===== config.mk =====
export PLATFORM = sky130hd
export DESIGN_NAME = inst_fetch_buf
export DESIGN_NICKNAME = d
export VERILOG_FILES = /design/src/rtl/inst_fetch_buf_pkg.sv /design/src/rtl/inst_fetch_buf_fifo.sv /design/src/rtl/inst_fetch_buf.sv
export SDC_FILE = /design/constraint.sdc
export NUM_CORES = 1
export LEC_CHECK = 0
export ABC_AREA = 1
export ABC_CLOCK_PERIOD_IN_PS = 9800
export BUFFER_PORTS_ARGS = -buffer_cell sky130_fd_sc_hd__buf_2
export CORE_MARGIN = 8
export CORE_UTILIZATION = 34
export CTS_BUF_LIST = sky130_fd_sc_hd__clkbuf_8
export CTS_CLUSTER_DIAMETER = 80
export DETAILED_ROUTE_END_ITERATION = 10
export PLACE_DENSITY = 0.47
export SYNTH_ARGS = -nofsm -noshare
export SYNTH_HDL_FRONTEND = slang
export SYNTH_HIERARCHICAL = 1
export SYNTH_SLANG_ARGS = --single-unit

===== constraint.sdc =====
create_clock -name clk -period 9.8 [get_ports clk]
set_clock_uncertainty 0.15 [all_clocks]
set_input_delay 1.47 -clock clk [delete_from_list [all_inputs] [get_ports clk]]
set_output_delay 1.47 -clock clk [all_outputs]
set_load 0.1 [all_outputs]

===== src/rtl/inst_fetch_buf_pkg.sv =====
// Shared types and widths for the instruction prefetch buffer.
// Optional perf counters are enabled in the top by defining IFB_PERF_EN.
package inst_fetch_buf_pkg;

    localparam int unsigned ADDR_W    = 32;
    localparam int unsigned INST_W    = 32;
    localparam int unsigned IFB_DEPTH = 4;

    typedef enum logic {
        S_RUN   = 1'b0,
        S_DRAIN = 1'b1
    } ifb_state_e;

    typedef struct packed {
        logic [ADDR_W-1:0] pc;
        logic [INST_W-1:0] inst;
    } ifb_entry_t;

    // Force an address onto a word boundary.
    function automatic logic [ADDR_W-1:0] word_align(input logic [ADDR_W-1:0] addr);
        return addr & ~ADDR_W'(3);
    endfunction

endpackage


===== src/rtl/inst_fetch_buf_fifo.sv =====
// Synchronous FIFO of {pc, inst} entries with push, pop and clear.
// Head is read straight from the storage registers, so it appears one cycle after push.
module inst_fetch_buf_fifo
    import inst_fetch_buf_pkg::*;
#(
    parameter  int unsigned DEPTH = IFB_DEPTH,
    localparam int unsigned PTR_W = $clog2(DEPTH),
    localparam int unsigned CNT_W = PTR_W + 1
) (
    input  logic             clk,
    input  logic             rst,
    input  logic             push,
    input  logic             pop,
    input  logic             clear,
    input  ifb_entry_t       wdata,
    output ifb_entry_t       rdata,
    output logic [CNT_W-1:0] count,
    output logic             empty
);

    ifb_entry_t       mem_q [DEPTH];
    logic [PTR_W-1:0] wr_ptr_q;
    logic [PTR_W-1:0] rd_ptr_q;
    logic [CNT_W-1:0] count_q;
    logic             full;
    logic             do_push;
    logic             do_pop;

    assign full    = (count_q == CNT_W'(DEPTH));
    assign empty   = (count_q == '0);
    assign do_pop  = pop && !empty;
    // A pop frees the slot in the same cycle, so push into a full FIFO is legal then.
    assign do_push = push && (!full || do_pop);

    always_ff @(posedge clk or posedge rst) begin
        if (rst) begin
            wr_ptr_q <= '0;
            rd_ptr_q <= '0;
            count_q  <= '0;
            for (int i = 0; i < int'(DEPTH); i++) begin
                mem_q[i] <= '0;
            end
        end else if (clear) begin
            wr_ptr_q <= '0;
            rd_ptr_q <= '0;
            count_q  <= '0;
        end else begin
            if (do_push) begin
                mem_q[wr_ptr_q] <= wdata;
                wr_ptr_q        <= wr_ptr_q + PTR_W'(1);
            end
            if (do_pop) begin
                rd_ptr_q <= rd_ptr_q + PTR_W'(1);
            end
            count_q <= count_q + CNT_W'(do_push) - CNT_W'(do_pop);
        end
    end

    assign rdata = mem_q[rd_ptr_q];
    assign count = count_q;

endmodule


===== src/rtl/inst_fetch_buf.sv =====
// Instruction prefetch: owns the PC, issues in-order reads under a credit limit, queues returns.
// Define IFB_PERF_EN to add saturating pop and starved-consumer counters.
module inst_fetch_buf
    import inst_fetch_buf_pkg::*;
#(
    parameter int unsigned       DEPTH    = IFB_DEPTH,
    parameter logic [ADDR_W-1:0] RESET_PC = 32'h0
) (
    input  logic              clk,
    input  logic              rst,
    input  logic              flush_i,
    input  logic [ADDR_W-1:0] flush_pc_i,
    output logic              mem_req_o,
    output logic [ADDR_W-1:0] mem_addr_o,
    input  logic              mem_gnt_i,
    input  logic              mem_rvalid_i,
    input  logic [INST_W-1:0] mem_rdata_i,
    output logic              id_valid_o,
    output logic [ADDR_W-1:0] id_pc_o,
    output logic [INST_W-1:0] id_inst_o,
    input  logic              id_ready_i
`ifdef IFB_PERF_EN
    ,
    output logic [31:0]       perf_fetch_o,
    output logic [31:0]       perf_bubble_o
`endif
);

    localparam int unsigned CNT_W = $clog2(DEPTH) + 1;
    localparam int unsigned SUM_W = CNT_W + 1;

    ifb_state_e        state_q;
    ifb_state_e        state_d;
    logic [ADDR_W-1:0] fetch_pc_q;
    logic [ADDR_W-1:0] rsp_pc_q;
    logic [ADDR_W-1:0] redirect_pc;
    logic [CNT_W-1:0]  outstanding_q;
    logic [CNT_W-1:0]  outstanding_d;
    logic [CNT_W-1:0]  drop_cnt_q;
    logic [CNT_W-1:0]  drop_cnt_d;
    logic [CNT_W-1:0]  q_count;
    logic              q_empty;
    logic              credit_ok;
    logic              issue;
    logic              rsp_live;
    logic              rsp_accept;
    logic              pop;
    ifb_entry_t        q_wdata;
    ifb_entry_t        q_head;

    assign redirect_pc = word_align(flush_pc_i);
    // Queued plus in-flight words never exceed DEPTH, so every response has a slot.
    assign credit_ok   = (SUM_W'(q_count) + SUM_W'(outstanding_q)) < SUM_W'(DEPTH);
    assign pop         = id_valid_o && id_ready_i;

    // Next-state, request and counter updates.
    always_comb begin
        state_d       = state_q;
        outstanding_d = outstanding_q;
        drop_cnt_d    = drop_cnt_q;
        mem_req_o     = 1'b0;
        issue         = 1'b0;
        rsp_accept    = 1'b0;
        rsp_live      = mem_rvalid_i && (outstanding_q != '0);

        case (state_q)
            S_RUN: begin
                mem_req_o = !rst && !flush_i && credit_ok;
                issue     = mem_req_o && mem_gnt_i;
                if (flush_i) begin
                    // A response arriving with the flush is dropped on the spot.
                    outstanding_d = '0;
                    drop_cnt_d    = outstanding_q - CNT_W'(rsp_live);
                    if (drop_cnt_d != '0) begin
                        state_d = S_DRAIN;
                    end
                end else begin
                    rsp_accept    = rsp_live;
                    outstanding_d = outstanding_q + CNT_W'(issue) - CNT_W'(rsp_live);
                end
            end
            S_DRAIN: begin
                if (mem_rvalid_i && (drop_cnt_q != '0)) begin
                    drop_cnt_d = drop_cnt_q - CNT_W'(1);
                end
                if (drop_cnt_d == '0) begin
                    state_d = S_RUN;
                end
            end
            default: begin
                state_d = S_RUN;
            end
        endcase
    end

    always_ff @(posedge clk or posedge rst) begin
        if (rst) begin
            state_q       <= S_RUN;
            fetch_pc_q    <= RESET_PC;
            rsp_pc_q      <= RESET_PC;
            outstanding_q <= '0;
            drop_cnt_q    <= '0;
        end else begin
            state_q       <= state_d;
            outstanding_q <= outstanding_d;
            drop_cnt_q    <= drop_cnt_d;
            if (flush_i) begin
                fetch_pc_q <= redirect_pc;
                rsp_pc_q   <= redirect_pc;
            end else begin
                if (issue) begin
                    fetch_pc_q <= fetch_pc_q + ADDR_W'(4);
                end
                if (rsp_accept) begin
                    rsp_pc_q <= rsp_pc_q + ADDR_W'(4);
                end
            end
        end
    end

    assign mem_addr_o   = fetch_pc_q;
    assign q_wdata.pc   = rsp_pc_q;
    assign q_wdata.inst = mem_rdata_i;

    inst_fetch_buf_fifo #(
        .DEPTH (DEPTH)
    ) u_fifo (
        .clk   (clk),
        .rst   (rst),
        .push  (rsp_accept),
        .pop   (pop),
        .clear (flush_i),
        .wdata (q_wdata),
        .rdata (q_head),
        .count (q_count),
        .empty (q_empty)
    );

    assign id_valid_o = !q_empty;
    assign id_pc_o    = q_head.pc;
    assign id_inst_o  = q_head.inst;

`ifdef IFB_PERF_EN
    // Saturating counters: pops taken, and cycles the consumer waited on an empty queue.
    always_ff @(posedge clk or posedge rst) begin
        if (rst) begin
            perf_fetch_o  <= '0;
            perf_bubble_o <= '0;
        end else begin
            if (pop && (perf_fetch_o != '1)) begin
                perf_fetch_o <= perf_fetch_o + 32'd1;
            end
            if (id_ready_i && !id_valid_o && (perf_bubble_o != '1)) begin
                perf_bubble_o <= perf_bubble_o + 32'd1;
            end
        end
    end
`endif

    ap_no_stray_rsp: assert property (@(posedge clk) disable iff (rst)
        !((state_q == S_RUN) && !flush_i && mem_rvalid_i && (outstanding_q == '0)));

endmodule


==> results_dict.tcl, run 1 <==
set metrics [dict create \
    clock-sinks 330 \
    die_area_um2 59800 \
    cp-start-kind "flip-flop" \
    cts_hold_buf 0 \
    drive_above_1_share_pct 13.8 \
    cts_tree "built" \
    path_cells "inv_4, buf_4, o21ai_0, o22ai_1, buf_2" \
    fmax_mhz 183 \
    synth-edff-count 0 \
    setup_viol 0 \
    yosys_warnings 6 \
    ir_drop_mv 0.149 \
    synth_cell_types 42 \
    power_uw 5170 \
    globalRouteMet2Util_pct 33.6 \
    crit_path_max_fanout 73 \
    syn2layout_area_growth_pct 13.2 \
    ys_seq_area_share_pct 46.5 \
    die_width_um 244 \
    h-tree-depth 3 \
    crit_required_ps 8180 \
    gr-usage-met1_pct 27.4 \
    first_global_vias 16656 \
    cts.clk_slew.worst_paths_ps 60 \
    worstMarginPinSlew_ps 1110 \
    max_slew_margin_pct 25.8 \
    p_leak_uw 0.0105 \
    core_area_um2 51500 \
    ant_nets 0 \
    die_h_um 244 \
    routed_wl_mm 62.4 \
    grt_setup_unrepaired "false" \
    post_drt_wl_per_cell_um 19.9 \
    final_area_um2 20100 \
    slowest_stage "inv_4" \
    final_common_cell "nand2_1" \
    place.gp.congestion 0.914 \
    viasPerCell 5.40 \
    syn_area_um2 17700 \
    maxSlewViolCount 0 \
    drc 0 \
    multiInputGateArea_um2 8300 \
    cp_slowest_stage_delay_ps 750 \
    insertion_delay_ps 630 \
    status "completed" \
    dpl.hpwl_mm 34.5 \
    synthArstFlopShare_pct 100 \
    hold_viol_final 0 \
    num_io_pins 168 \
    maxCapViolCount 0 \
    clock_path_buffers 3 \
    ctsResizeCount 0 \
    dr.pass1.iters 5 \
    ys.flop_type "dfrtp_1" \
    synth_seq_cells 330 \
    cts_setup_buffers 0 \
    regArea_um2 8260 \
    first_iter_violations 1341 \
    fin_crit_ps 5470 \
    fin_crit_sh_pct 55.9 \
    layout_common_cells "784 x nand2_1, 328 x dfrtp_1, 267 x nand4_1" \
    powerDensity_nw_per_um2 258 \
    start_util_pct 34.5 \
    grt_start_max_net_pins 169 \
    grt_first_pass_wirelength_mm 98.1 \
    place_ws_ps 4380 \
    end_kind "output port" \
    n_fill_cell 5466 \
    gr-max-usage-layer "met2" \
    overflow 0 \
    cts-root-buf "clkbuf_8" \
    cp_data_arrival_time_ps 3850 \
    synthCells 2325 \
    portBuffers 163 \
    cts_made_buffers 66 \
    track_usage_pct 20.4 \
    tns_ps 0 \
    antenna_found_initial 0 \
    layout_setup_ws_ps 4330 \
    grt.met3_usage_pct 3.60 \
    dpl_cell_area_um2 18800 \
    worstHoldPathType "reg -> reg" \
    placementRows 83 \
    crit_type "reg -> out" \
    num_vias 16960 \
    nets 2504 \
    syn_area_per_cell_um2 7.63 \
]
==> synth_stat cells, types with 2 or more instances <==
master	n	share of area (%)
clkbuf_1	51	1.1
o21bai_1	9	0.38
nand4_4	4	0.48
nand3b_1	4	0.17
nand2_2	9	0.32
nand3_4	2	0.20
o21ai_0	162	4.6
a22oi_1	2	0.085
o22ai_1	66	2.3
o221ai_1	3	0.15
buf_6	4	0.25
nor3_1	3	0.085
xnor2_1	3	0.15
ha_1	16	1.1
or2_2	4	0.14
a31oi_1	8	0.28
a21oi_1	26	0.73
nor2_4	6	0.38
nor2_1	226	4.8
buf_4	24	1.0
nand3_1	73	2.1
buf_1	22	0.47
inv_2	7	0.15
inv_1	94	2.0
buf_2	70	2.0
xor2_1	11	0.54
nand4_1	267	9.4
nor2_2	16	0.56
dfrtp_1	330	47
nand2_1	784	17
fa_1	2	0.23
nand2_4	3	0.19
o211ai_1	5	0.21
==> worst paths after layout <==
check | from | to | slack, ps | depth (start not counted)
min in group asynchronous | rst | u_fifo/rd_ptr_q[0] | 790 | 2
hold / removal | u_fifo/mem_q[170] | u_fifo/mem_q[170] | 320 | 2
max in group asynchronous | rst | u_fifo/mem_q[29] | 7300 | 3
hold reg to reg | u_fifo/mem_q[170] | u_fifo/mem_q[170] | 320 | 2
setup / recovery | u_fifo/rd_ptr_q[0] | id_inst_o[21] | 4330 | 5
setup reg to reg | state_q | u_fifo/mem_q[194] | 5850 | 9
==> state kept, by name, summed over array words and instances, names as in the netlist <==
name and flops:
u_fifo/wr_ptr_q 2, u_fifo/count 3, outstanding_q 3, drop_cnt_q 3
mem_addr_o 30, rsp_pc_q 30, u_fifo/mem_q 256, state_q 1
u_fifo/rd_ptr_q 2
==> per-stage QoR <==
step / hold slack [ps] / utilization (%) / std cells
global placement: 308 / 36.5 / 3028
finish: 322 / 39.0 / 3142
detailed placement: 310 / 36.5 / 3028
CTS: 326 / 39.0 / 3140
floorplan: 294 / - / 2334
global route: 338 / 39.0 / 3140
==> worst max-delay path, delay by kind of cell (launching register included) <==
kind	cells	cell delay [ps]
buf+inv	3	1920
flops	1	720
compound gates	2	430
==> per-layer routing <==
layer,routed length (um),share of wire [%],up-vias
li1,-,-,7988
met1,27900,45,8369
met3,3430,5.5,92
met2,29700,48,511
met5,0,0,-
met4,1420,2.3,0
==> final cells by class <==
cell class	count	share of cell area, %
antenna	2	0.0249
clock buffer	85	5.82
tap	680	4.23
timing repair buffer	185	4.88
clock inverter	27	0.616
sequential	330	41.1
multi-input combinational	1731	41.3
inverter	102	1.99
==> logic make-up after synthesis <==
kind of cell             count (synthesis)  synth area share, %
AND/OR/NAND/NOR                       1405                 35.5
other                                    1               0.0211
XOR/XNOR                                14                0.691
flip-flops                             330                 46.5
adder cells (fa/ha/maj)                 18                 1.35
AO/OA/AOI/OAI                          284                 8.91
buffers and inverters                  273                 6.94
==> where the power goes <==
| part | leakage (uW) | switching, uW | internal [uW] | total (uW) |
|---|---|---|---|---|
| combinational | 0.00533 | 1650 | 356 | 2010 |
| sequential | 0.00440 | 193 | 1570 | 1760 |
| clock | 0.000748 | 632 | 774 | 1410 |
| total | 0.0105 | 2480 | 2700 | 5170 |
No activity file was read; power rests on OpenSTA's default activity.
==> run 2, diff against run 1 <==
--- a/config.mk
+++ b/config.mk
@@ -6,7 +6,7 @@
 export NUM_CORES = 1
 export LEC_CHECK = 0
 export ABC_AREA = 1
-export ABC_CLOCK_PERIOD_IN_PS = 9800
+export ABC_CLOCK_PERIOD_IN_PS = 5600
 export BUFFER_PORTS_ARGS = -buffer_cell sky130_fd_sc_hd__buf_2
 export CORE_MARGIN = 8
 export CORE_UTILIZATION = 34
==> constraint.sdc (replaced) <==
create_clock -name clk -period 5.6 [get_ports clk]
set_clock_uncertainty 0.15 [all_clocks]
set_input_delay 0.84 -clock clk [delete_from_list [all_inputs] [get_ports clk]]
set_output_delay 0.84 -clock clk [all_outputs]
set_load 0.1 [all_outputs]
==> run 2 against run 1 <==
Compared with the run above:
- register-to-register slack got worse by 3600 ps
- core utilization increased by 0.17 points
- first-iteration DRC count decreased by 11%
- critical path depth unchanged
- largest cell class unchanged
- highest routed layer unchanged
==> results_dict.tcl, run 2 (synthesis results as in run 1) <==
set metrics [dict create \
    status "completed" \
    first_iter_violations 1188 \
    grt_first_pass_wirelength_mm 97.4 \
    crit_required_ps 4610 \
    overflow 0 \
    nets 2507 \
    max_slew_margin_pct 30.1 \
    h-tree-depth 3 \
    insertion_delay_ps 620 \
    place_ws_ps 1770 \
    wl_met2_mm 29.3 \
    track_usage_pct 20.3 \
    tns_ps 0 \
    drc 0 \
    ir_drop_mv 0.224 \
    num_vias 16907 \
    placementRows 83 \
    powerDensity_nw_per_um2 451 \
    cts_tree "built" \
    grt_start_max_net_pins 171 \
    drt-met1-wl_mm 27.3 \
    top_register "u_fifo/mem_q" \
    worstHoldPathType "in -> async" \
    die_h_um 244 \
    ant_nets 0 \
    route.met3.wl_mm 3.41 \
    die_width_um 244 \
    die_area_um2 59800 \
    drive_above_1_share_pct 14.2 \
    syn2layout_area_growth_pct 13.7 \
    dpl_cell_area_um2 18900 \
    cts_made_buffers 66 \
    ctsResizeCount 0 \
    cp_data_arrival_time_ps 3360 \
    portBuffers 163 \
    grt_setup_unrepaired "false" \
    cp-start-kind "flip-flop" \
    cts_setup_buffers 0 \
    worstMarginPinSlew_ps 1050 \
    cts-root-buf "clkbuf_8" \
    final_area_um2 20200 \
    fin_crit_sh_pct 77.8 \
    dpl.hpwl_mm 36.0 \
    crit_type "reg -> out" \
    crit_path_max_fanout 78 \
    clock_path_buffers 3 \
    power_uw 9100 \
    highest_layer "met4" \
    maxSlewViolCount 0 \
    hold_viol_final 0 \
    end_kind "output port" \
    final_common_cell "nand2_1" \
    cts.clk_slew.worst_paths_ps 60 \
    viasPerCell 5.38 \
    setup_viol 0 \
    start_util_pct 34.5 \
    routed_wl_mm 62.3 \
    post_drt_wl_per_cell_um 19.8 \
    fmax_mhz 230 \
    dr.pass1.iters 5 \
    maxCapViolCount 0 \
    p_leak_uw 0.0105 \
    layout_common_cells "784 x nand2_1, 328 x dfrtp_1, 267 x nand4_1" \
    layout_setup_ws_ps 1250 \
    largest_reg_flops 256 \
    num_io_pins 168 \
    core_area_um2 51500 \
    first_global_vias 16746 \
    cts_hold_buf 0 \
    fin_crit_ps 4350 \
    place.gp.congestion 0.953 \
    clock-sinks 330 \
    antenna_found_initial 1 \
]
-- run 2: changes by cell type in the layout (fill, tap and decap cells not counted), sizes merged --
| cell | change |
|---|---|
| clkinv | +7 |
| bufinv | +1 |
| diode | -1 |
| clkinvlp | +1 |
| inv | -6 |
| clkbuf | -2 |
| buf | +3 |
-- run 2: cell type report --
class,instances,area (um^2)
Fill cell,5452,31300
Multi-Input combinational cell,1731,8300
Sequential cell,330,8260
Clock buffer,83,1140
Timing Repair Buffer,188,1050
Tap cell,680,851
Inverter,102,394
Clock inverter,30,170
Antenna cell,1,2.50
-- run 2: stage by stage --
stage / hold slack (ps) / util (%) / instances
4_1_cts: 110 / 39.2 / 3144
6_report: 157 / 39.2 / 3145
5_1_grt: 146 / 39.2 / 3145
2_1_floorplan: 294 / - / 2334
3_3_place_gp: 308 / 36.6 / 3031
3_5_place_dp: 311 / 36.6 / 3031
-- run 2: worst paths after layout --
| kind | slack [ps] | depth (start not counted) | from | end |
|---|---|---|---|---|
| max | 1250 | 5 | u_fifo/rd_ptr_q[0] | id_inst_o[13] |
| min | 160 | 2 | rst | u_fifo/mem_q[64] |
| max reg2reg | 2280 | 7 | state_q | u_fifo/mem_q[186] |
| min reg2reg | 320 | 2 | u_fifo/mem_q[106] | u_fifo/mem_q[106] |
| max in group asynchronous | 3790 | 3 | rst | u_fifo/mem_q[170] |
| min in group clk | 310 | 3 | flush_pc_i[7] | mem_addr_o[7] |
-- run 2: where the power goes --
part	total [uW]	switching, uW	internal (uW)	leakage, uW
Sequential	3080	338	2740	0.00440
Clock	2500	1120	1380	0.000748
Combinational	3520	2890	630	0.00535
-- run 2: worst max-delay path: stages, from the launching register on --
cell	delay [ps]
dfrtp_4	750
inv_4	590
buf_12	400
o21ai_0	140
o22ai_1	250
buf_2	490
-- run 2: metal layers --
layer | vias up | track usage (%)
met2 | 516 | 33.0
met4 | 0 | 8.04
met5 | - | 0
li1 | 7991 | -
met1 | 8274 | 26.5
met3 | 126 | 3.87
